### src/rtl/i2c_pkg.sv
// Shared I2C timing constants and the byte-writer state encoding.
package i2c_pkg;

  localparam int HALF_PERIOD  = 500;  // 100 MHz reference -> 100 kHz SCL
  localparam int SAMPLE_POINT = 249;
  localparam int CNT_W        = 10;

  localparam logic [2:0] ST_IDLE     = 3'd0;
  localparam logic [2:0] ST_BIT_LOW  = 3'd1;
  localparam logic [2:0] ST_BIT_HIGH = 3'd2;
  localparam logic [2:0] ST_ACK_LOW  = 3'd3;
  localparam logic [2:0] ST_ACK_HIGH = 3'd4;
  localparam logic [2:0] ST_DONE     = 3'd5;

endpackage

### src/rtl/i2c_phase_counter.sv
// SCL half-period counter; the enable doubles as the clock-stretch gate, so a
// held-low SCL freezes the count. Terminal and sample strobes are qualified by it.
module i2c_phase_counter #(
  parameter int HALF_PERIOD  = i2c_pkg::HALF_PERIOD,
  parameter int SAMPLE_POINT = i2c_pkg::SAMPLE_POINT
) (
  input  logic clk,
  input  logic reset_n,
  input  logic clear_i,
  input  logic en_i,
  output logic terminal_o,
  output logic sample_o
);
  import i2c_pkg::*;

  localparam logic [CNT_W-1:0] LAST_CNT   = CNT_W'(HALF_PERIOD - 1);
  localparam logic [CNT_W-1:0] SAMPLE_CNT = CNT_W'(SAMPLE_POINT);

  logic [CNT_W-1:0] cnt_q;

  assign terminal_o = en_i && (cnt_q == LAST_CNT);
  assign sample_o   = en_i && (cnt_q == SAMPLE_CNT);

  // NOTE: sequential state uses non-blocking assignments only, so every
  // register samples pre-edge values regardless of block ordering.
  always_ff @(posedge clk or negedge reset_n) begin
    if (!reset_n) begin
      cnt_q <= '0;
    end else if (clear_i || terminal_o) begin
      cnt_q <= '0;
    end else if (en_i) begin
      cnt_q <= cnt_q + 1'b1;
    end
  end

endmodule

### src/rtl/protocol_write_byte.sv
// I2C byte writer: shifts one byte out MSB first, clocks the 9th (ACK) bit,
// then parks SCL low and pulses complete for one cycle.
module protocol_write_byte #(
  parameter int HALF_PERIOD  = i2c_pkg::HALF_PERIOD,
  parameter int SAMPLE_POINT = i2c_pkg::SAMPLE_POINT
) (
  input  logic       clk,
  input  logic       reset_n,
  input  logic       write_flag,
  input  logic [7:0] data_in,
  input  logic       scl_in,
  input  logic       sda_in,
  output logic       scl_en,
  output logic       sda_en,
  output logic       busy,
  output logic       ack,
  output logic       complete
);
  import i2c_pkg::*;

  logic [2:0] state_q, state_d;
  logic [7:0] shift_q, shift_d;
  logic [2:0] bit_cnt_q, bit_cnt_d;
  logic       ack_q, ack_d;
  logic       scl_en_q, scl_en_d;
  logic       sda_en_q, sda_en_d;
  logic       busy_q, busy_d;
  logic       complete_q, complete_d;

  logic cnt_clear, cnt_en, cnt_terminal, cnt_sample;

  i2c_phase_counter #(
    .HALF_PERIOD  (HALF_PERIOD),
    .SAMPLE_POINT (SAMPLE_POINT)
  ) u_phase_counter (
    .clk        (clk),
    .reset_n    (reset_n),
    .clear_i    (cnt_clear),
    .en_i       (cnt_en),
    .terminal_o (cnt_terminal),
    .sample_o   (cnt_sample)
  );

  // NOTE: every signal driven here gets a default first, so no path can
  // leave one unassigned and infer a latch.
  always_comb begin
    state_d   = state_q;
    shift_d   = shift_q;
    bit_cnt_d = bit_cnt_q;
    ack_d     = ack_q;
    cnt_clear = 1'b0;
    cnt_en    = 1'b0;

    case (state_q)
      ST_IDLE: begin
        cnt_clear = 1'b1;
        if (write_flag) begin
          shift_d   = data_in;
          bit_cnt_d = '0;
          ack_d     = 1'b0;
          state_d   = ST_BIT_LOW;
        end
      end
      ST_BIT_LOW: begin
        cnt_en = 1'b1;
        if (cnt_terminal) state_d = ST_BIT_HIGH;
      end
      ST_BIT_HIGH: begin
        cnt_en = scl_in;
        if (cnt_terminal) begin
          if (bit_cnt_q == 3'd7) begin
            state_d = ST_ACK_LOW;
          end else begin
            shift_d   = {shift_q[6:0], 1'b0};
            bit_cnt_d = bit_cnt_q + 3'd1;
            state_d   = ST_BIT_LOW;
          end
        end
      end
      ST_ACK_LOW: begin
        cnt_en = 1'b1;
        if (cnt_terminal) state_d = ST_ACK_HIGH;
      end
      ST_ACK_HIGH: begin
        cnt_en = scl_in;
        if (cnt_sample) ack_d = ~sda_in;
        if (cnt_terminal) state_d = ST_DONE;
      end
      ST_DONE: begin
        cnt_clear = 1'b1;
        state_d   = ST_IDLE;
      end
      default: begin
        cnt_clear = 1'b1;
        state_d   = ST_IDLE;
      end
    endcase
  end

  // Outputs are decoded from the next state and registered, so they line up
  // with state_q and carry no combinational path from any input.
  always_comb begin
    scl_en_d   = (state_d == ST_IDLE) || (state_d == ST_BIT_HIGH) ||
                 (state_d == ST_ACK_HIGH);
    sda_en_d   = ((state_d == ST_BIT_LOW) || (state_d == ST_BIT_HIGH)) ?
                 shift_d[7] : 1'b1;
    busy_d     = (state_d != ST_IDLE);
    complete_d = (state_d == ST_DONE);
  end

  // NOTE: the shift register is plain flops, not a memory, so it is reset
  // along with the rest of the state.
  always_ff @(posedge clk or negedge reset_n) begin
    if (!reset_n) begin
      state_q    <= ST_IDLE;
      shift_q    <= '0;
      bit_cnt_q  <= '0;
      ack_q      <= 1'b0;
      scl_en_q   <= 1'b1;
      sda_en_q   <= 1'b1;
      busy_q     <= 1'b0;
      complete_q <= 1'b0;
    end else begin
      state_q    <= state_d;
      shift_q    <= shift_d;
      bit_cnt_q  <= bit_cnt_d;
      ack_q      <= ack_d;
      scl_en_q   <= scl_en_d;
      sda_en_q   <= sda_en_d;
      busy_q     <= busy_d;
      complete_q <= complete_d;
    end
  end

  assign scl_en   = scl_en_q;
  assign sda_en   = sda_en_q;
  assign busy     = busy_q;
  assign ack      = ack_q;
  assign complete = complete_q;

endmodule

### config.mk
export PLATFORM = sky130hd
export DESIGN_NAME = protocol_write_byte
export DESIGN_NICKNAME = d
export VERILOG_FILES = /design/src/rtl/i2c_pkg.sv /design/src/rtl/i2c_phase_counter.sv /design/src/rtl/protocol_write_byte.sv
export SDC_FILE = /design/constraint.sdc
export NUM_CORES = 1
export LEC_CHECK = 0
export ABC_AREA = 0
export CORE_MARGIN = 2
export CORE_UTILIZATION = 50
export DETAILED_ROUTE_END_ITERATION = 7
export PLACE_DENSITY = 0.73
export REMOVE_ABC_BUFFERS = 1
export SLEW_MARGIN = 10
export SYNTH_ARGS = -nofsm -noshare
export SYNTH_HDL_FRONTEND = slang
export SYNTH_SLANG_ARGS = --single-unit
### constraint.sdc
create_clock -name clk -period 5.7 [get_ports clk]
set_clock_uncertainty 0.05 [all_clocks]
set_input_delay 1.425 -clock clk [delete_from_list [all_inputs] [get_ports clk]]
set_output_delay 1.425 -clock clk [all_outputs]
set_load 0.1 [all_outputs]
### After elaboration in Yosys (flattened, before gate mapping)

Index checks and enable logic that the tools add are counted.

| storage, ports and cells | value |
|---|---|
| register bits | 29 |
| bits of input ports | 13 |
| output and inout bits | 5 |
| word-level logic and storage cells | 68 |

| cells by class | value |
|---|---|
| add/subtract/negate cells | 2 |
| equal/unequal tests | 15 |
| multiplexer cells | 23 |
| bitwise operators | 1 |
| reduce and logical (&&, ||, !) cells | 17 |

Operators by type and width:

| operator | count |
|---|---|
| two-way mux 3 bit | 8 |
| two-way mux 8 bit | 3 |
| two-way mux 10 bit | 2 |
| one-hot mux 8 bit (2 select lines) | 1 |
| one-hot mux 3 bit (5 select lines) | 1 |
| == test 3 bit (second input constant) | 4 |
| adder 10 x 1 -> 10 bit (second input constant) | 1 |
| == test 10 x 8 -> 1 bit (second input constant) | 1 |
| == test 10 x 9 -> 1 bit (second input constant) | 1 |
| == test 3 x 2 -> 1 bit (second input constant) | 3 |
| == test 3 x 1 -> 1 bit (second input constant) | 2 |
| zero test 3 bit | 2 |
| inequality test 2 bit (second input constant) | 3 |
| one-hot mux 3 bit (2 select lines) | 1 |
| nonzero test 2 bit | 3 |
| logical OR 1 bit | 4 |
| two-way mux 1 bit | 4 |
| one-hot mux 1 bit (2 select lines) | 2 |
| AND reduction 4 bit | 1 |
| OR reduction 2 bit | 2 |
| OR reduction 4 bit | 1 |
| adder 3 x 1 -> 3 bit (second input constant) | 1 |
| AND reduction 3 bit | 1 |
| nonzero test 3 bit | 1 |
| other kinds (4) | 5 |

### Depth between registers and ports, before layout

Gate-level depths: netlist of the first run.

| logic depth | value |
|---|---|
| depth in word-level cells | 9 |
| mapped depth | 8 |
| gate-level depth less buffers | 7 |

### Modules after synthesis

Synthesis of the first run repeated with hierarchy kept, for this count alone.

| second synthesis, totals | value |
|---|---|
| cells, all modules | 143 |
| area, all modules | 1536.5 um^2 |

Modules (own cells, without submodules):

| module | times used | cells an instance | area each (um^2) |
|---|---|---|---|
| protocol_write_byte | 1 | 81 | 960.9 |
| i2c_phase_counter | 1 | 62 | 575.6 |

### Worst setup path before layout of the first run

OpenSTA, ideal clock, no wires.

| timing | value |
|---|---|
| path type | input to register |
| start | input scl_in |
| end | register sda_en_q (netlist: sda_en) |
| library setup time | 0.094 ns |
| arrival | 2.748 ns |
| slack | 2.808 ns |
| cell stages on the path | 5 |
| cells stage by stage | nor3b_1 and3_1 a21oi_4 a221o_1 or4b_1 |

| on the way | value |
|---|---|
| elaborated cells between the ends (all ways) | 13 |

RTL lines:

| what | RTL line | text |
|---|---|---|
| start, declared | protocol_write_byte.sv:11 | `input logic scl_in,` |
| one-hot mux 1 bit (2 select lines) | protocol_write_byte.sv:54 | `case (state_q)` |
| logical AND 1 bit | i2c_phase_counter.sv:21 | `assign terminal_o = en_i && (cnt_q == LAST_CNT);` |
| two-way mux 8 bit | protocol_write_byte.sv:70 | `if (cnt_terminal) begin` |
| one-hot mux 8 bit (2 select lines) | protocol_write_byte.sv:54 |  |
| via shift_d[7] | protocol_write_byte.sv:22 | `logic [7:0] shift_q, shift_d;` |
| two-way mux 1 bit | protocol_write_byte.sv:105 | `sda_en_d = ((state_d == ST_BIT_LOW) \|\| (state_d == ST_BIT_HIGH)) ?` |
| via sda_en_d | protocol_write_byte.sv:26 | `logic sda_en_q, sda_en_d;` |
| end signal, assigned | protocol_write_byte.sv:129 | `sda_en_q <= sda_en_d;` |
| end, declared | protocol_write_byte.sv:26 |  |

The timed path passes the listed nets, and every way through them passes these cells. The select of a mux whose other input is x is not followed.
A chain may end at the register's enable or synchronous reset.

### Worst setup path in the final report of the first run

| timing | value |
|---|---|
| start | register scl_en_q (netlist: scl_en) |
| end | output scl_en |

RTL lines:

| what | RTL line | text |
|---|---|---|
| start, declared | protocol_write_byte.sv:25 | `logic scl_en_q, scl_en_d;` |
| start signal, assigned | protocol_write_byte.sv:128 | `scl_en_q <= scl_en_d;` |
| end, declared | protocol_write_byte.sv:13 | `output logic scl_en,` |

No word-level cell between the ends.

==> impl_results.html, run 1 <==
<table>
<tr><th>Metric</th><th>Value</th></tr>
<tr><th colspan="2">Synthesis</th></tr>
<tr><td>Combinational family with the most area after synthesis</td><td>simple AND/OR/NAND/NOR gates</td></tr>
<tr><td>Total of warnings raised by yosys</td><td>0</td></tr>
<tr><td>Mapped cell area</td><td>1490 um2</td></tr>
<tr><td>Cell variety after synth</td><td>42</td></tr>
<tr><td>Library cell with the highest instance count after synthesis</td><td>dfrtp_1</td></tr>
<tr><td>Async set-reset flop share out of synthesis</td><td>1.00</td></tr>
<tr><td>Sequential-to-total area share from yosys stat</td><td>0.489</td></tr>
<tr><td>Simple-gate share of the synthesized area</td><td>0.232</td></tr>
<tr><td>Most instantiated cells after synthesis</td><td>dfrtp_1 (27), nand2_1 (21), nor2_1 (14), xnor2_1 (7), a22oi_1 (6)</td></tr>
<tr><td>Area fraction in compound gates after synthesis</td><td>0.135</td></tr>
<tr><td>Largest cells by area after synthesis</td><td>dfrtp_1 (45%), nand2_1 (5.3%), xnor2_1 (4.1%)</td></tr>
<tr><td>Mapped Cells</td><td>146</td></tr>
<tr><td>Proportion of synthesized area in mux cells</td><td>0.0219</td></tr>
<tr><td>Cell type with the largest total area after synthesis</td><td>dfrtp_1</td></tr>
<tr><td>Fraction of post-synthesis cell area in the top cell type by area</td><td>0.454</td></tr>
<tr><td>Number of register bits inferred by synthesis</td><td>29</td></tr>
<tr><td>Mapped Avg Cell Area</td><td>10.2 um2</td></tr>
<tr><td>Adder-Cell Fraction of Synth Area</td><td>0.0336</td></tr>
<tr><td>Xor/xnor share of the synthesized area</td><td>0.0530</td></tr>
<tr><td>Post-synth EDFFs</td><td>0</td></tr>
<tr><td>Leading register cell type out of synthesis</td><td>dfrtp_1</td></tr>
<tr><th colspan="2">Floorplanning</th></tr>
<tr><td>Horiz. Die Dim</td><td>58.5 um</td></tr>
<tr><td>Core Region</td><td>2780 um2</td></tr>
<tr><td>I/O pin total</td><td>18</td></tr>
<tr><td>Number of standard-cell rows in the floorplan</td><td>19</td></tr>
<tr><td>Vertical die dimension</td><td>58.5 um</td></tr>
<tr><td>Total die area</td><td>3430 um2</td></tr>
<tr><td>Starting density of the core</td><td>0.535</td></tr>
<tr><th colspan="2">Timing</th></tr>
<tr><td>Number of hold violations in the final report</td><td>0</td></tr>
<tr><td>Max-slew violation count</td><td>0</td></tr>
<tr><td>Slew HR</td><td>0.347</td></tr>
<tr><td>Maximum clock frequency</td><td>288 MHz</td></tr>
<tr><td>RSZ-0062 raised after global routing</td><td>false</td></tr>
<tr><td>Final critical delay including setup and external delays</td><td>3470 ps</td></tr>
<tr><td>Worst slack on hold paths</td><td>439 ps</td></tr>
<tr><td>Actual transition at the worst max-transition pin</td><td>977 ps</td></tr>
<tr><td>Final total negative setup slack</td><td>0 ps</td></tr>
<tr><td>Period utilization</td><td>0.609</td></tr>
<tr><td>Final setup violation count</td><td>0</td></tr>
<tr><th colspan="2">Clocking</th></tr>
<tr><td>Buffer type at the clock tree root</td><td>clkbuf_4</td></tr>
<tr><td>Total of cells resized after clock tree synthesis</td><td>0</td></tr>
<tr><td>Setup repair bufs after CTS</td><td>0</td></tr>
<tr><td>Clk buf depth</td><td>2</td></tr>
<tr><td>Clock tree from TritonCTS</td><td>yes</td></tr>
<tr><td>Post-CTS clock slew at the launch and capture registers of the worst setup and hold paths</td><td>100 ps</td></tr>
<tr><td>Clock insertion delay at the later pin of the skew report</td><td>340 ps</td></tr>
<tr><td>Number of hold buffers added after CTS</td><td>0</td></tr>
<tr><td>Sink count of the clock tree</td><td>29</td></tr>
<tr><td>Clock buffers created by TritonCTS</td><td>5</td></tr>
<tr><td>Count of H-tree levels built during CTS</td><td>2</td></tr>
<tr><th colspan="2">Worst setup path</th></tr>
<tr><td>Total buffers and inverters traversed by the critical path</td><td>1</td></tr>
<tr><td>Crit Reg-Reg Startpoint</td><td>u_phase_counter.cnt_q[0]</td></tr>
<tr><td>Setup slack on the worst flop-to-flop path</td><td>3290 ps</td></tr>
<tr><td>Cells along the critical path</td><td>clkdlybuf4s50_1</td></tr>
<tr><td>Req. time, crit path</td><td>4220 ps</td></tr>
<tr><td>Largest stage delay on the critical path</td><td>1130 ps</td></tr>
<tr><td>Crit Path Class</td><td>flip-flop to output pin</td></tr>
<tr><td>Category of the worst setup path launch point</td><td>flip-flop</td></tr>
<tr><td>Largest fanout on the critical path</td><td>1</td></tr>
<tr><td>Slowest cell on the critical path</td><td>clkdlybuf4s50_1</td></tr>
<tr><td>Element type at the critical path end</td><td>output pin</td></tr>
<tr><td>Crit-path leading delay family</td><td>buffers and inverters</td></tr>
<tr><td>Reg-to-Reg End</td><td>sda_en</td></tr>
<tr><td>Data arrival at the endpoint of the critical path</td><td>2000 ps</td></tr>
<tr><td>Depth of the most critical reg-to-reg path</td><td>6</td></tr>
<tr><th colspan="2">Global routing</th></tr>
<tr><td>Number of global-route vias before repair</td><td>1149</td></tr>
<tr><td>Wire length of the first global-routing pass</td><td>4.85 mm</td></tr>
<tr><td>Gr ovfl total</td><td>0</td></tr>
<tr><td>Number of antenna violations at the first check in global routing</td><td>0</td></tr>
<tr><td>Overall Global Routing Usage</td><td>0.193</td></tr>
<tr><td>Largest net degree at the start of global routing</td><td>30</td></tr>
<tr><th colspan="2">Final layout</th></tr>
<tr><td>Number of antenna repair diodes</td><td>0</td></tr>
<tr><td>Filler cell count in the final layout</td><td>255</td></tr>
<tr><td>Final Net Count</td><td>182</td></tr>
<tr><td>Growth of design area from synthesis to finish</td><td>15.8%</td></tr>
<tr><td>Share of cells above drive strength 1</td><td>0.114</td></tr>
<tr><td>Footprint of the multi-input gates</td><td>708 um2</td></tr>
<tr><td>Register area</td><td>728 um2</td></tr>
<tr><th colspan="2">Power and ir drop</th></tr>
<tr><td>Pwr Density</td><td>258 nW/um2</td></tr>
<tr><td>Leak pwr</td><td>0.760 nW</td></tr>
<tr><td>Total Power Consumption</td><td>0.444 mW</td></tr>
<tr><td>Worst voltage drop across the vdd grid</td><td>0.219 mV</td></tr>
<tr><th colspan="2">Detailed routing</th></tr>
<tr><td>Vias per inst</td><td>5.75</td></tr>
<tr><td>Post-route ant nets</td><td>0</td></tr>
<tr><td>Wirelength per Cell</td><td>14.5 um</td></tr>
<tr><td>Detailed-route DRC error count</td><td>0</td></tr>
<tr><td>Routed vias</td><td>1132</td></tr>
<tr><td>Final routed wirelength across all metal layers</td><td>2.86 mm</td></tr>
<tr><td>Iteration-0 DRC Markers</td><td>50</td></tr>
<tr><td>DRT Pass-1 Iters</td><td>4</td></tr>
<tr><th colspan="2">Worst hold path</th></tr>
<tr><td>Worst hold path class</td><td>flip-flop to flip-flop</td></tr>
<tr><td>Worst hold endpoint</td><td>shift_q[4]</td></tr>
<tr><td>Worst hold path depth</td><td>2</td></tr>
<tr><td>Start point of the worst hold path</td><td>shift_q[4]</td></tr>
<tr><th colspan="2">Placement</th></tr>
<tr><td>Routability-driven placement congestion ratio</td><td>0.884</td></tr>
<tr><td>Buffers on Ports</td><td>17</td></tr>
<tr><td>Placed wire-length estimate after detailed placement</td><td>2.10 mm</td></tr>
<tr><th colspan="2">Outcome</th></tr>
<tr><td>Outcome</td><td>finished clean</td></tr>
<tr><th colspan="2">Run</th></tr>
<tr><td>Max-cap check violation count</td><td>0</td></tr>
</table>
[cell usage in the layout, fill, tap and decap left out, types with 3 or more instances in the layout]
| master | netlist | layout |
|---|---|---|
| a22oi_1 | 6 | 6 |
| and3_1 | 4 | 4 |
| clkbuf_4 | 0 | 5 |
| xnor2_1 | 7 | 7 |
| o21ai_0 | 5 | 5 |
| nor3_1 | 3 | 3 |
| inv_1 | 5 | 5 |
| dfrtp_1 | 27 | 27 |
| ha_1 | 4 | 4 |
| nor2_1 | 14 | 14 |
| clkdlybuf4s50_1 | 0 | 17 |
| nand2_1 | 21 | 21 |
| or2_2 | 4 | 4 |
[per-layer routing]
metal	share of wire	vias to the layer above	global-route usage
met5	0	-	0
met1	0.41	537	0.209
met4	0.035	0	0.113
met2	0.51	34	0.326
met3	0.047	13	0.0659
li1	-	548	-
[through the flow]
stage	util	worst slack (ps)	cells	area [um2]
2_1_floorplan	-	2790	140	1460
3_3_place_gp	0.601	2130	189	1670
3_5_place_dp	0.601	2070	189	1670
4_1_cts	0.619	2230	197	1720
5_1_grt	0.619	2190	197	1720
6_report	0.619	2230	197	1720
[state kept, by name (all words and copies together) (netlist names)]
register	cells
shift_q	8
ack	1
bit_cnt_q	3
u_phase_counter.cnt_q	10
complete	1
busy	1
sda_en	1
state_q	3
scl_en	1
[final cells by class]
class / count / share of cell area
Inverter: 5 / 0.0109
Multi-Input combinational cell: 106 / 0.411
Timing Repair Buffer: 18 / 0.103
Clock buffer: 6 / 0.0240
Sequential cell: 29 / 0.423
Tap cell: 31 / 0.0225
Clock inverter: 2 / 0.00581
[how the worst max path moves through the flow]
stage,from,endpoint,slack [ps],cells after the start
after floorplan,write_flag,sda_en,2790,4
after global placement,write_flag,sda_en,2130,5
after detailed placement,write_flag,sda_en,2070,5
after CTS,scl_en,scl_en,2230,1
after global routing,scl_en,scl_en,2190,1
final,scl_en,scl_en,2230,1
[cell families after synthesis]
logic type | count (synthesis)
AND/OR/NAND/NOR | 63
flip-flops | 29
AO/OA/AOI/OAI | 27
buffers and inverters | 11
XOR/XNOR | 9
adder cells (fa/ha/maj) | 4
multiplexers | 3
[report_power, final]
group          internal [mW]  switching [mW]  total [mW]
Clock                 0.0468          0.0722       0.119
Sequential             0.227          0.0313       0.258
Combinational         0.0343          0.0325      0.0668
Total                  0.308           0.136       0.444
Note: power is estimated with default switching activity, not from simulation.
==> run 2, diff against run 1 <==
==> constraint.sdc (replaced) <==
create_clock -name clk -period 3.2 [get_ports clk]
set_clock_uncertainty 0.05 [all_clocks]
set_input_delay 0.8 -clock clk [delete_from_list [all_inputs] [get_ports clk]]
set_output_delay 0.8 -clock clk [all_outputs]
set_load 0.1 [all_outputs]
==> impl_results.html, run 2 (synthesis results as in run 1) <==
<table>
<tr><th>Metric</th><th>Value</th></tr>
<tr><th colspan="2">Outcome</th></tr>
<tr><td>Outcome</td><td>finished clean</td></tr>
<tr><th colspan="2">Timing</th></tr>
<tr><td>Period utilization</td><td>0.808</td></tr>
<tr><td>Actual transition at the worst max-transition pin</td><td>646 ps (-330 ps)</td></tr>
<tr><td>Slew HR</td><td>0.568 (+0.221)</td></tr>
<tr><td>Final critical delay including setup and external delays</td><td>2590 ps</td></tr>
<tr><td>RSZ-0062 raised after global routing</td><td>false</td></tr>
<tr><td>Final total negative setup slack</td><td>0 ps (unchanged)</td></tr>
<tr><td>Maximum clock frequency</td><td>387 MHz</td></tr>
<tr><td>Final setup violation count</td><td>0 (unchanged)</td></tr>
<tr><td>Max-slew violation count</td><td>0 (unchanged)</td></tr>
<tr><td>Worst slack on hold paths</td><td>445 ps (+5.72 ps)</td></tr>
<tr><td>Number of hold violations in the final report</td><td>0 (unchanged)</td></tr>
<tr><th colspan="2">Global routing</th></tr>
<tr><td>Wire length of the first global-routing pass</td><td>4.79 mm (-1.3%)</td></tr>
<tr><td>Largest net degree at the start of global routing</td><td>16 (-47%)</td></tr>
<tr><td>Number of global-route vias before repair</td><td>1089 (-5.2%)</td></tr>
<tr><td>Overall Global Routing Usage</td><td>0.193 (-0.000395)</td></tr>
<tr><td>Number of antenna violations at the first check in global routing</td><td>0 (unchanged)</td></tr>
<tr><td>Gr ovfl total</td><td>0 (unchanged)</td></tr>
<tr><th colspan="2">Final layout</th></tr>
<tr><td>Register area</td><td>728 um2 (unchanged)</td></tr>
<tr><td>Leading cell type in the layout, fill and taps excluded</td><td>dfrtp_1</td></tr>
<tr><td>Footprint of the multi-input gates</td><td>708 um2 (unchanged)</td></tr>
<tr><td>Share of cells above drive strength 1</td><td>0.138 (+0.0233)</td></tr>
<tr><td>Number of antenna repair diodes</td><td>0 (unchanged)</td></tr>
<tr><td>Filler cell count in the final layout</td><td>241 (-5.5%)</td></tr>
<tr><td>Final Net Count</td><td>183 (+0.55%)</td></tr>
<tr><td>Number of standard cells in the layout, taps in and fillers out</td><td>198 (+0.51%)</td></tr>
<tr><td>Growth of design area from synthesis to finish</td><td>15.3%</td></tr>
<tr><td>Number of flip-flops in the largest register</td><td>10 (unchanged)</td></tr>
<tr><td>Post-route standard cell area excluding fillers</td><td>1720 um2 (-0.44%)</td></tr>
<tr><td>Regs by FF count</td><td>u_phase_counter.cnt_q: 10 flops, shift_q: 8 flops</td></tr>
<tr><td>Most frequent cells in the layout</td><td>dfrtp_1 (27), nand2_1 (21), nor2_1 (14)</td></tr>
<tr><td>Register with the highest flop count</td><td>u_phase_counter.cnt_q</td></tr>
<tr><th colspan="2">Clocking</th></tr>
<tr><td>Clock tree from TritonCTS</td><td>yes</td></tr>
<tr><td>Count of H-tree levels built during CTS</td><td>2 (unchanged)</td></tr>
<tr><td>Clock insertion delay at the later pin of the skew report</td><td>330 ps (about the same)</td></tr>
<tr><td>Setup repair bufs after CTS</td><td>0 (unchanged)</td></tr>
<tr><td>Sink count of the clock tree</td><td>29 (unchanged)</td></tr>
<tr><td>Number of hold buffers added after CTS</td><td>0 (unchanged)</td></tr>
<tr><td>Clk buf depth</td><td>2 (unchanged)</td></tr>
<tr><td>Total of cells resized after clock tree synthesis</td><td>0 (unchanged)</td></tr>
<tr><td>Buffer type at the clock tree root</td><td>clkbuf_4</td></tr>
<tr><td>Clock buffers created by TritonCTS</td><td>5 (unchanged)</td></tr>
<tr><td>Post-CTS clock slew at the launch and capture registers of the worst setup and hold paths</td><td>90 ps (about the same)</td></tr>
<tr><th colspan="2">Floorplanning</th></tr>
<tr><td>Core Region</td><td>2780 um2 (unchanged)</td></tr>
<tr><td>Vertical die dimension</td><td>58.5 um (unchanged)</td></tr>
<tr><td>I/O pin total</td><td>18 (unchanged)</td></tr>
<tr><td>Horiz. Die Dim</td><td>58.5 um (unchanged)</td></tr>
<tr><td>Total die area</td><td>3430 um2 (unchanged)</td></tr>
<tr><td>Number of standard-cell rows in the floorplan</td><td>19 (unchanged)</td></tr>
<tr><td>Starting density of the core</td><td>0.535 (unchanged)</td></tr>
<tr><th colspan="2">Detailed routing</th></tr>
<tr><td>Post-route ant nets</td><td>0 (unchanged)</td></tr>
<tr><td>Detailed-route DRC error count</td><td>0 (unchanged)</td></tr>
<tr><td>Vias per inst</td><td>5.62 (-2.3%)</td></tr>
<tr><td>Routed vias</td><td>1112 (-1.8%)</td></tr>
<tr><td>DRT Pass-1 Iters</td><td>4 (unchanged)</td></tr>
<tr><td>Wirelength per Cell</td><td>14.6 um (+0.47%)</td></tr>
<tr><td>Final routed wirelength across all metal layers</td><td>2.89 mm (+0.98%)</td></tr>
<tr><td>Iteration-0 DRC Markers</td><td>47 (-6.0%)</td></tr>
<tr><th colspan="2">Worst hold path</th></tr>
<tr><td>Worst hold path class</td><td>flip-flop to flip-flop</td></tr>
<tr><td>Worst hold path depth</td><td>2 (unchanged)</td></tr>
<tr><td>Worst hold endpoint</td><td>shift_q[6]</td></tr>
<tr><td>Start point of the worst hold path</td><td>shift_q[6]</td></tr>
<tr><th colspan="2">Power and ir drop</th></tr>
<tr><td>Total Power Consumption</td><td>0.786 mW (+77%)</td></tr>
<tr><td>Worst voltage drop across the vdd grid</td><td>0.368 mV (+68%)</td></tr>
<tr><td>Pwr Density</td><td>458 nW/um2 (+78%)</td></tr>
<tr><td>Leak pwr</td><td>0.765 nW (+0.66%)</td></tr>
<tr><th colspan="2">Worst setup path</th></tr>
<tr><td>Crit Path Class</td><td>primary input to flip-flop</td></tr>
<tr><td>Crit Reg-Reg Startpoint</td><td>u_phase_counter.cnt_q[0]</td></tr>
<tr><td>Cells along the critical path</td><td>clkdlybuf4s50_1 &gt; nor3b_1 &gt; and3_1 &gt; a21oi_4 &gt; a221o_1 &gt; or4b_1</td></tr>
<tr><td>Reg-to-Reg End</td><td>sda_en</td></tr>
<tr><td>Category of the worst setup path launch point</td><td>primary input</td></tr>
<tr><td>Slowest cell on the critical path</td><td>clkdlybuf4s50_1</td></tr>
<tr><td>Data arrival at the endpoint of the critical path</td><td>2790 ps (+790 ps)</td></tr>
<tr><td>Setup slack on the worst flop-to-flop path</td><td>790 ps (-2500 ps)</td></tr>
<tr><td>Crit-path leading delay family</td><td>simple AND/OR/NAND/NOR gates</td></tr>
<tr><td>Largest fanout on the critical path</td><td>8 (+7)</td></tr>
<tr><td>Req. time, crit path</td><td>3400 ps (-820 ps)</td></tr>
<tr><td>Largest stage delay on the critical path</td><td>530 ps (-600 ps)</td></tr>
<tr><td>Total buffers and inverters traversed by the critical path</td><td>1 (unchanged)</td></tr>
<tr><td>Depth of the most critical reg-to-reg path</td><td>6 (unchanged)</td></tr>
<tr><td>Element type at the critical path end</td><td>flip-flop</td></tr>
<tr><td>Launch point of the worst path</td><td>scl_in</td></tr>
<tr><th colspan="2">Placement</th></tr>
<tr><td>Placed wire-length estimate after detailed placement</td><td>2.20 mm (+4.9%)</td></tr>
<tr><td>Number of placed instances with taps included</td><td>190 (+0.53%)</td></tr>
<tr><td>Buffers on Ports</td><td>17 (unchanged)</td></tr>
<tr><td>Dpl cell area</td><td>1670 um2 (-0.30%)</td></tr>
<tr><td>Routability-driven placement congestion ratio</td><td>0.850 (-3.8%)</td></tr>
<tr><th colspan="2">Run</th></tr>
<tr><td>Max-cap check violation count</td><td>0 (unchanged)</td></tr>
</table>
-- run 2: cell count changes in the layout (fill, tap and decap cells not counted), sizes merged --
| cell | change |
|---|---|
| buf | +6 |
| clkdlybuf4s50 | -5 |
| clkbuf | +2 |
| clkinv | -2 |
-- run 2: worst max-delay path by stage --
stage,depth (start not counted),end,slack (ps)
3_3_place_gp,6,sda_en,300
3_5_place_dp,6,sda_en,270
4_1_cts,6,sda_en,630
5_1_grt,6,sda_en,530
6_report,6,sda_en,610
2_1_floorplan,4,sda_en,920
-- run 2: layer usage --
| layer | track usage | part of all wire | vias up | wire, um |
|---|---|---|---|---|
| li1 | - | - | 551 | - |
| met1 | 0.212 | 0.41 | 538 | 1200 |
| met2 | 0.324 | 0.52 | 17 | 1510 |
| met3 | 0.0813 | 0.047 | 6 | 136 |
| met4 | 0.0831 | 0.016 | 0 | 45 |
| met5 | 0 | 0 | - | 0 |
-- run 2: tightest hold or removal path, stage by stage (launching register included) --
cell and delay [ps]:
dfrtp_1 360, nand2_1 50, nand2_1 60
-- run 2: report_power, final --
| group | switching [mW] | internal, mW |
|---|---|---|
| logic | 0.0572 | 0.0608 |
| clock network | 0.121 | 0.0873 |
| registers | 0.0549 | 0.404 |
| total | 0.233 | 0.553 |
-- run 2: area by class of cell --
cell class                      instances  area share
Inverter                                5      0.0109
Sequential cell                        29       0.425
Clock buffer                            8      0.0284
Tap cell                               31      0.0226
Timing Repair Buffer                   19       0.101
Multi-Input combinational cell        106       0.413
-- run 2: per-stage QoR --
| stage | util | setup WS, ps |
|---|---|---|
| floorplan | - | 920 |
| global placement | 0.599 | 300 |
| detailed placement | 0.599 | 275 |
| CTS | 0.617 | 632 |
| global route | 0.617 | 529 |
| finish | 0.617 | 615 |
==> run 3, diff against run 2 <==
--- a/config.mk
+++ b/config.mk
@@ -7,9 +7,9 @@
 export LEC_CHECK = 0
 export ABC_AREA = 0
 export CORE_MARGIN = 2
-export CORE_UTILIZATION = 50
+export CORE_UTILIZATION = 49
 export DETAILED_ROUTE_END_ITERATION = 7
-export PLACE_DENSITY = 0.73
+export PLACE_DENSITY = 0.74
 export REMOVE_ABC_BUFFERS = 1
 export SLEW_MARGIN = 10
 export SYNTH_ARGS = -nofsm -noshare
==> constraint.sdc (replaced) <==
create_clock -name clk -period 2.15 [get_ports clk]
set_clock_uncertainty 0.05 [all_clocks]
set_input_delay 0.5375 -clock clk [delete_from_list [all_inputs] [get_ports clk]]
set_output_delay 0.5375 -clock clk [all_outputs]
set_load 0.1 [all_outputs]
==> impl_results.html, run 3 (synthesis results as in run 1) <==
<table>
<tr><th>Metric</th><th>Value</th></tr>
<tr><th colspan="2">Outcome</th></tr>
<tr><td>Outcome</td><td>finished with violations</td></tr>
<tr><td>Violations in the final reports</td><td>negative setup slack</td></tr>
<tr><th colspan="2">Timing</th></tr>
<tr><td>Number of hold violations in the final report</td><td>0 (unchanged)</td></tr>
<tr><td>Final Worst Setup Slack</td><td>-50.5 ps (-665 ps)</td></tr>
<tr><td>Slew HR</td><td>0.721 (+0.153)</td></tr>
<tr><td>Worst slack on hold paths</td><td>436 ps (-8.39 ps)</td></tr>
<tr><td>Final total negative setup slack</td><td>-50.5 ps (-50.5 ps)</td></tr>
<tr><td>RSZ-0062 raised after global routing</td><td>true</td></tr>
<tr><td>Maximum clock frequency</td><td>454 MHz</td></tr>
<tr><td>Actual transition at the worst max-transition pin</td><td>417 ps (-229 ps)</td></tr>
<tr><td>Final critical delay including setup and external delays</td><td>2200 ps</td></tr>
<tr><td>Period utilization</td><td>1.02</td></tr>
<tr><td>Max-slew violation count</td><td>0 (unchanged)</td></tr>
<tr><td>Final setup violation count</td><td>1 (+1)</td></tr>
<tr><th colspan="2">Detailed routing</th></tr>
<tr><td>DRT Pass-1 Iters</td><td>4 (unchanged)</td></tr>
<tr><td>Iteration-0 DRC Markers</td><td>45 (-4.3%)</td></tr>
<tr><td>Post-route ant nets</td><td>0 (unchanged)</td></tr>
<tr><td>Post-Route M1 WL</td><td>1.21 mm (+1.2%)</td></tr>
<tr><td>Wirelength per Cell</td><td>14.4 um (-1.1%)</td></tr>
<tr><td>Detailed-route DRC error count</td><td>0 (unchanged)</td></tr>
<tr><td>Final routed wirelength across all metal layers</td><td>3.17 mm (+9.9%)</td></tr>
<tr><td>Detailed-routed wire length on met3</td><td>108 um (-21%)</td></tr>
<tr><td>Routed vias</td><td>1225 (+10%)</td></tr>
<tr><td>Vias per inst</td><td>5.57 (-0.85%)</td></tr>
<tr><td>Highest metal layer used by the detailed router</td><td>met4</td></tr>
<tr><td>Wire length on met2</td><td>1.78 mm (+18%)</td></tr>
<tr><th colspan="2">Global routing</th></tr>
<tr><td>Gr ovfl total</td><td>0 (unchanged)</td></tr>
<tr><td>Wire length of the first global-routing pass</td><td>5.46 mm (+14%)</td></tr>
<tr><td>Largest net degree at the start of global routing</td><td>30 (+14)</td></tr>
<tr><td>Number of global-route vias before repair</td><td>1320 (+21%)</td></tr>
<tr><td>Number of antenna violations at the first check in global routing</td><td>0 (unchanged)</td></tr>
<tr><td>Overall Global Routing Usage</td><td>0.212 (+0.0192)</td></tr>
<tr><th colspan="2">Worst setup path</th></tr>
<tr><td>Slowest cell on the critical path</td><td>or4b_4</td></tr>
<tr><td>Element type at the critical path end</td><td>flip-flop</td></tr>
<tr><td>Largest stage delay on the critical path</td><td>510 ps (-20 ps)</td></tr>
<tr><td>Category of the worst setup path launch point</td><td>flip-flop</td></tr>
<tr><td>Total buffers and inverters traversed by the critical path</td><td>0 (-1)</td></tr>
<tr><td>Cells along the critical path</td><td>ha_2 &gt; ha_4 &gt; nor3b_4 &gt; and3_4 &gt; a21oi_4 &gt; a221o_1 &gt; or4b_4</td></tr>
<tr><td>Crit Path Class</td><td>flip-flop to flip-flop</td></tr>
<tr><td>Data arrival at the endpoint of the critical path</td><td>2400 ps (-390 ps)</td></tr>
<tr><td>Crit-path leading delay family</td><td>simple AND/OR/NAND/NOR gates</td></tr>
<tr><td>Largest fanout on the critical path</td><td>2 (-6)</td></tr>
<tr><td>Req. time, crit path</td><td>2350 ps (-1050 ps)</td></tr>
<tr><th colspan="2">Floorplanning</th></tr>
<tr><td>I/O pin total</td><td>18 (unchanged)</td></tr>
<tr><td>Total die area</td><td>3490 um2 (+1.9%)</td></tr>
<tr><td>Number of standard-cell rows in the floorplan</td><td>19 (unchanged)</td></tr>
<tr><td>Horiz. Die Dim</td><td>59.1 um (+0.95%)</td></tr>
<tr><td>Vertical die dimension</td><td>59.1 um (+0.95%)</td></tr>
<tr><td>Core Region</td><td>2830 um2 (+1.7%)</td></tr>
<tr><td>Starting density of the core</td><td>0.526 (-0.00899)</td></tr>
<tr><th colspan="2">Power and ir drop</th></tr>
<tr><td>Worst voltage drop across the vdd grid</td><td>0.438 mV (+19%)</td></tr>
<tr><td>Proportion of power drawn by the clock network</td><td>0.288 (+0.023)</td></tr>
<tr><td>Part of the power in registers</td><td>0.508 (-0.077)</td></tr>
<tr><td>Sw Share</td><td>0.282 (-0.0152)</td></tr>
<tr><td>Net switching power</td><td>0.365 mW (+57%)</td></tr>
<tr><td>Total Power Consumption</td><td>1.30 mW (+65%)</td></tr>
<tr><td>P_int</td><td>0.931 mW (+69%)</td></tr>
<tr><td>Leak pwr</td><td>0.907 nW (+18%)</td></tr>
<tr><td>Share of power burned in combinational logic</td><td>0.204 (+0.054)</td></tr>
<tr><td>Pwr Density</td><td>658 nW/um2 (+44%)</td></tr>
<tr><th colspan="2">Final layout</th></tr>
<tr><td>Share of cells above drive strength 1</td><td>0.291 (+0.153)</td></tr>
<tr><td>Register area</td><td>728 um2 (unchanged)</td></tr>
<tr><td>Number of antenna repair diodes</td><td>0 (unchanged)</td></tr>
<tr><td>Footprint of the multi-input gates</td><td>749 um2 (+5.8%)</td></tr>
<tr><td>Most frequent cells in the layout</td><td>dfrtp_1 (27), buf_4 (27), nand2_1 (21)</td></tr>
<tr><td>Number of standard cells in the layout, taps in and fillers out</td><td>220 (+11%)</td></tr>
<tr><td>Filler cell count in the final layout</td><td>206 (-15%)</td></tr>
<tr><td>Register with the highest flop count</td><td>u_phase_counter.cnt_q</td></tr>
<tr><td>Regs by FF count</td><td>u_phase_counter.cnt_q: 10 flops, shift_q: 8 flops</td></tr>
<tr><td>Final design utilization</td><td>0.697 (+0.0799)</td></tr>
<tr><td>Growth of design area from synthesis to finish</td><td>32.5%</td></tr>
<tr><td>Number of flip-flops in the largest register</td><td>10 (unchanged)</td></tr>
<tr><td>Final Net Count</td><td>205 (+12%)</td></tr>
<tr><th colspan="2">Clocking</th></tr>
<tr><td>Clk buf depth</td><td>2 (unchanged)</td></tr>
<tr><td>Sink count of the clock tree</td><td>29 (unchanged)</td></tr>
<tr><td>Post-CTS clock slew at the launch and capture registers of the worst setup and hold paths</td><td>90 ps (about the same)</td></tr>
<tr><td>Buffer type at the clock tree root</td><td>clkbuf_4</td></tr>
<tr><td>Clock buffers created by TritonCTS</td><td>5 (unchanged)</td></tr>
<tr><td>Clock insertion delay at the later pin of the skew report</td><td>330 ps (about the same)</td></tr>
<tr><td>Count of H-tree levels built during CTS</td><td>2 (unchanged)</td></tr>
<tr><td>Clock tree from TritonCTS</td><td>yes</td></tr>
<tr><th colspan="2">Placement</th></tr>
<tr><td>Buffers on Ports</td><td>17 (unchanged)</td></tr>
<tr><td>Number of placed instances with taps included</td><td>208 (+9.5%)</td></tr>
<tr><td>Placed wire-length estimate after detailed placement</td><td>2.31 mm (+4.9%)</td></tr>
<tr><td>Routability-driven placement congestion ratio</td><td>0.802 (-5.7%)</td></tr>
<tr><th colspan="2">Run</th></tr>
<tr><td>Max-cap check violation count</td><td>0 (unchanged)</td></tr>
<tr><th colspan="2">Worst hold path</th></tr>
<tr><td>Worst hold path class</td><td>flip-flop to flip-flop</td></tr>
</table>
## run 3: changes by cell type in the layout (fill, tap and decap cells not counted), sizes merged
cell	before	now
buf	7	29
clkinv	0	1
clkdlybuf4s50	12	11
dlymetal6s2s	0	1
clkbuf	8	7
## run 3: worst paths after layout
| kind | from | to | slack [ps] | cells past startpoint |
|---|---|---|---|---|
| min | shift_q[2] | shift_q[2] | 440 | 2 |
| min in group asynchronous | reset_n | ack | 540 | 2 |
| min reg2reg | shift_q[2] | shift_q[2] | 440 | 2 |
| max | bit_cnt_q[1] | sda_en | -50 | 7 |
| max reg2reg | bit_cnt_q[1] | sda_en | -50 | 7 |
| max in group asynchronous | reset_n | scl_en | 1190 | 2 |
## run 3: worst reg2reg max path, stage by stage, from the launching register on
cell     delay (ps)
dfrtp_1         390
ha_2            200
ha_4            160
nor3b_4         200
and3_4          230
a21oi_4          50
a221o_1         320
or4b_4          510
## run 3: cell type report
class | instances | area share
inverter | 5 | 0.00952
multi-input combinational | 106 | 0.380
tap | 31 | 0.0197
sequential | 29 | 0.370
clock buffer | 7 | 0.0330
clock inverter | 1 | 0.00254
timing repair buffer | 41 | 0.185
## run 3: layer usage
layer  GRT usage  vias to the layer above
li1            -                      597
met1       0.226                      593
met2       0.384                       25
met3      0.0459                       10
met4       0.117                        0
met5           0                        -
## run 3: what timing repair did
item | 4_1_cts | 5_1_grt
setup endpoints to repair | 1 | 1
endpoints found under the hold margin | 0 | 0
hold buffers | 0 | 0
pin swaps | 7 | 4
buffers inserted | 3 | 1
resized for setup | 6 | 5
## run 3: power by group through the flow
stage	combinational [mW]	sequential, mW	clock (mW)
2_1_floorplan	0.114	0.681	0
3_3_place_gp	0.243	0.663	0
3_5_place_dp	0.263	0.669	0
4_1_cts	0.267	0.658	0.382
5_1_grt	0.290	0.667	0.412
6_report	0.264	0.659	0.373
## run 3: metrics by stage
step / instance area (um2) / setup WS (ps)
5_1_grt: 1970 / -117
2_1_floorplan: 1460 / -60.1
4_1_cts: 1940 / -75.2
3_3_place_gp: 1830 / -415
3_5_place_dp: 1830 / -457
6_report: 1970 / -50.5
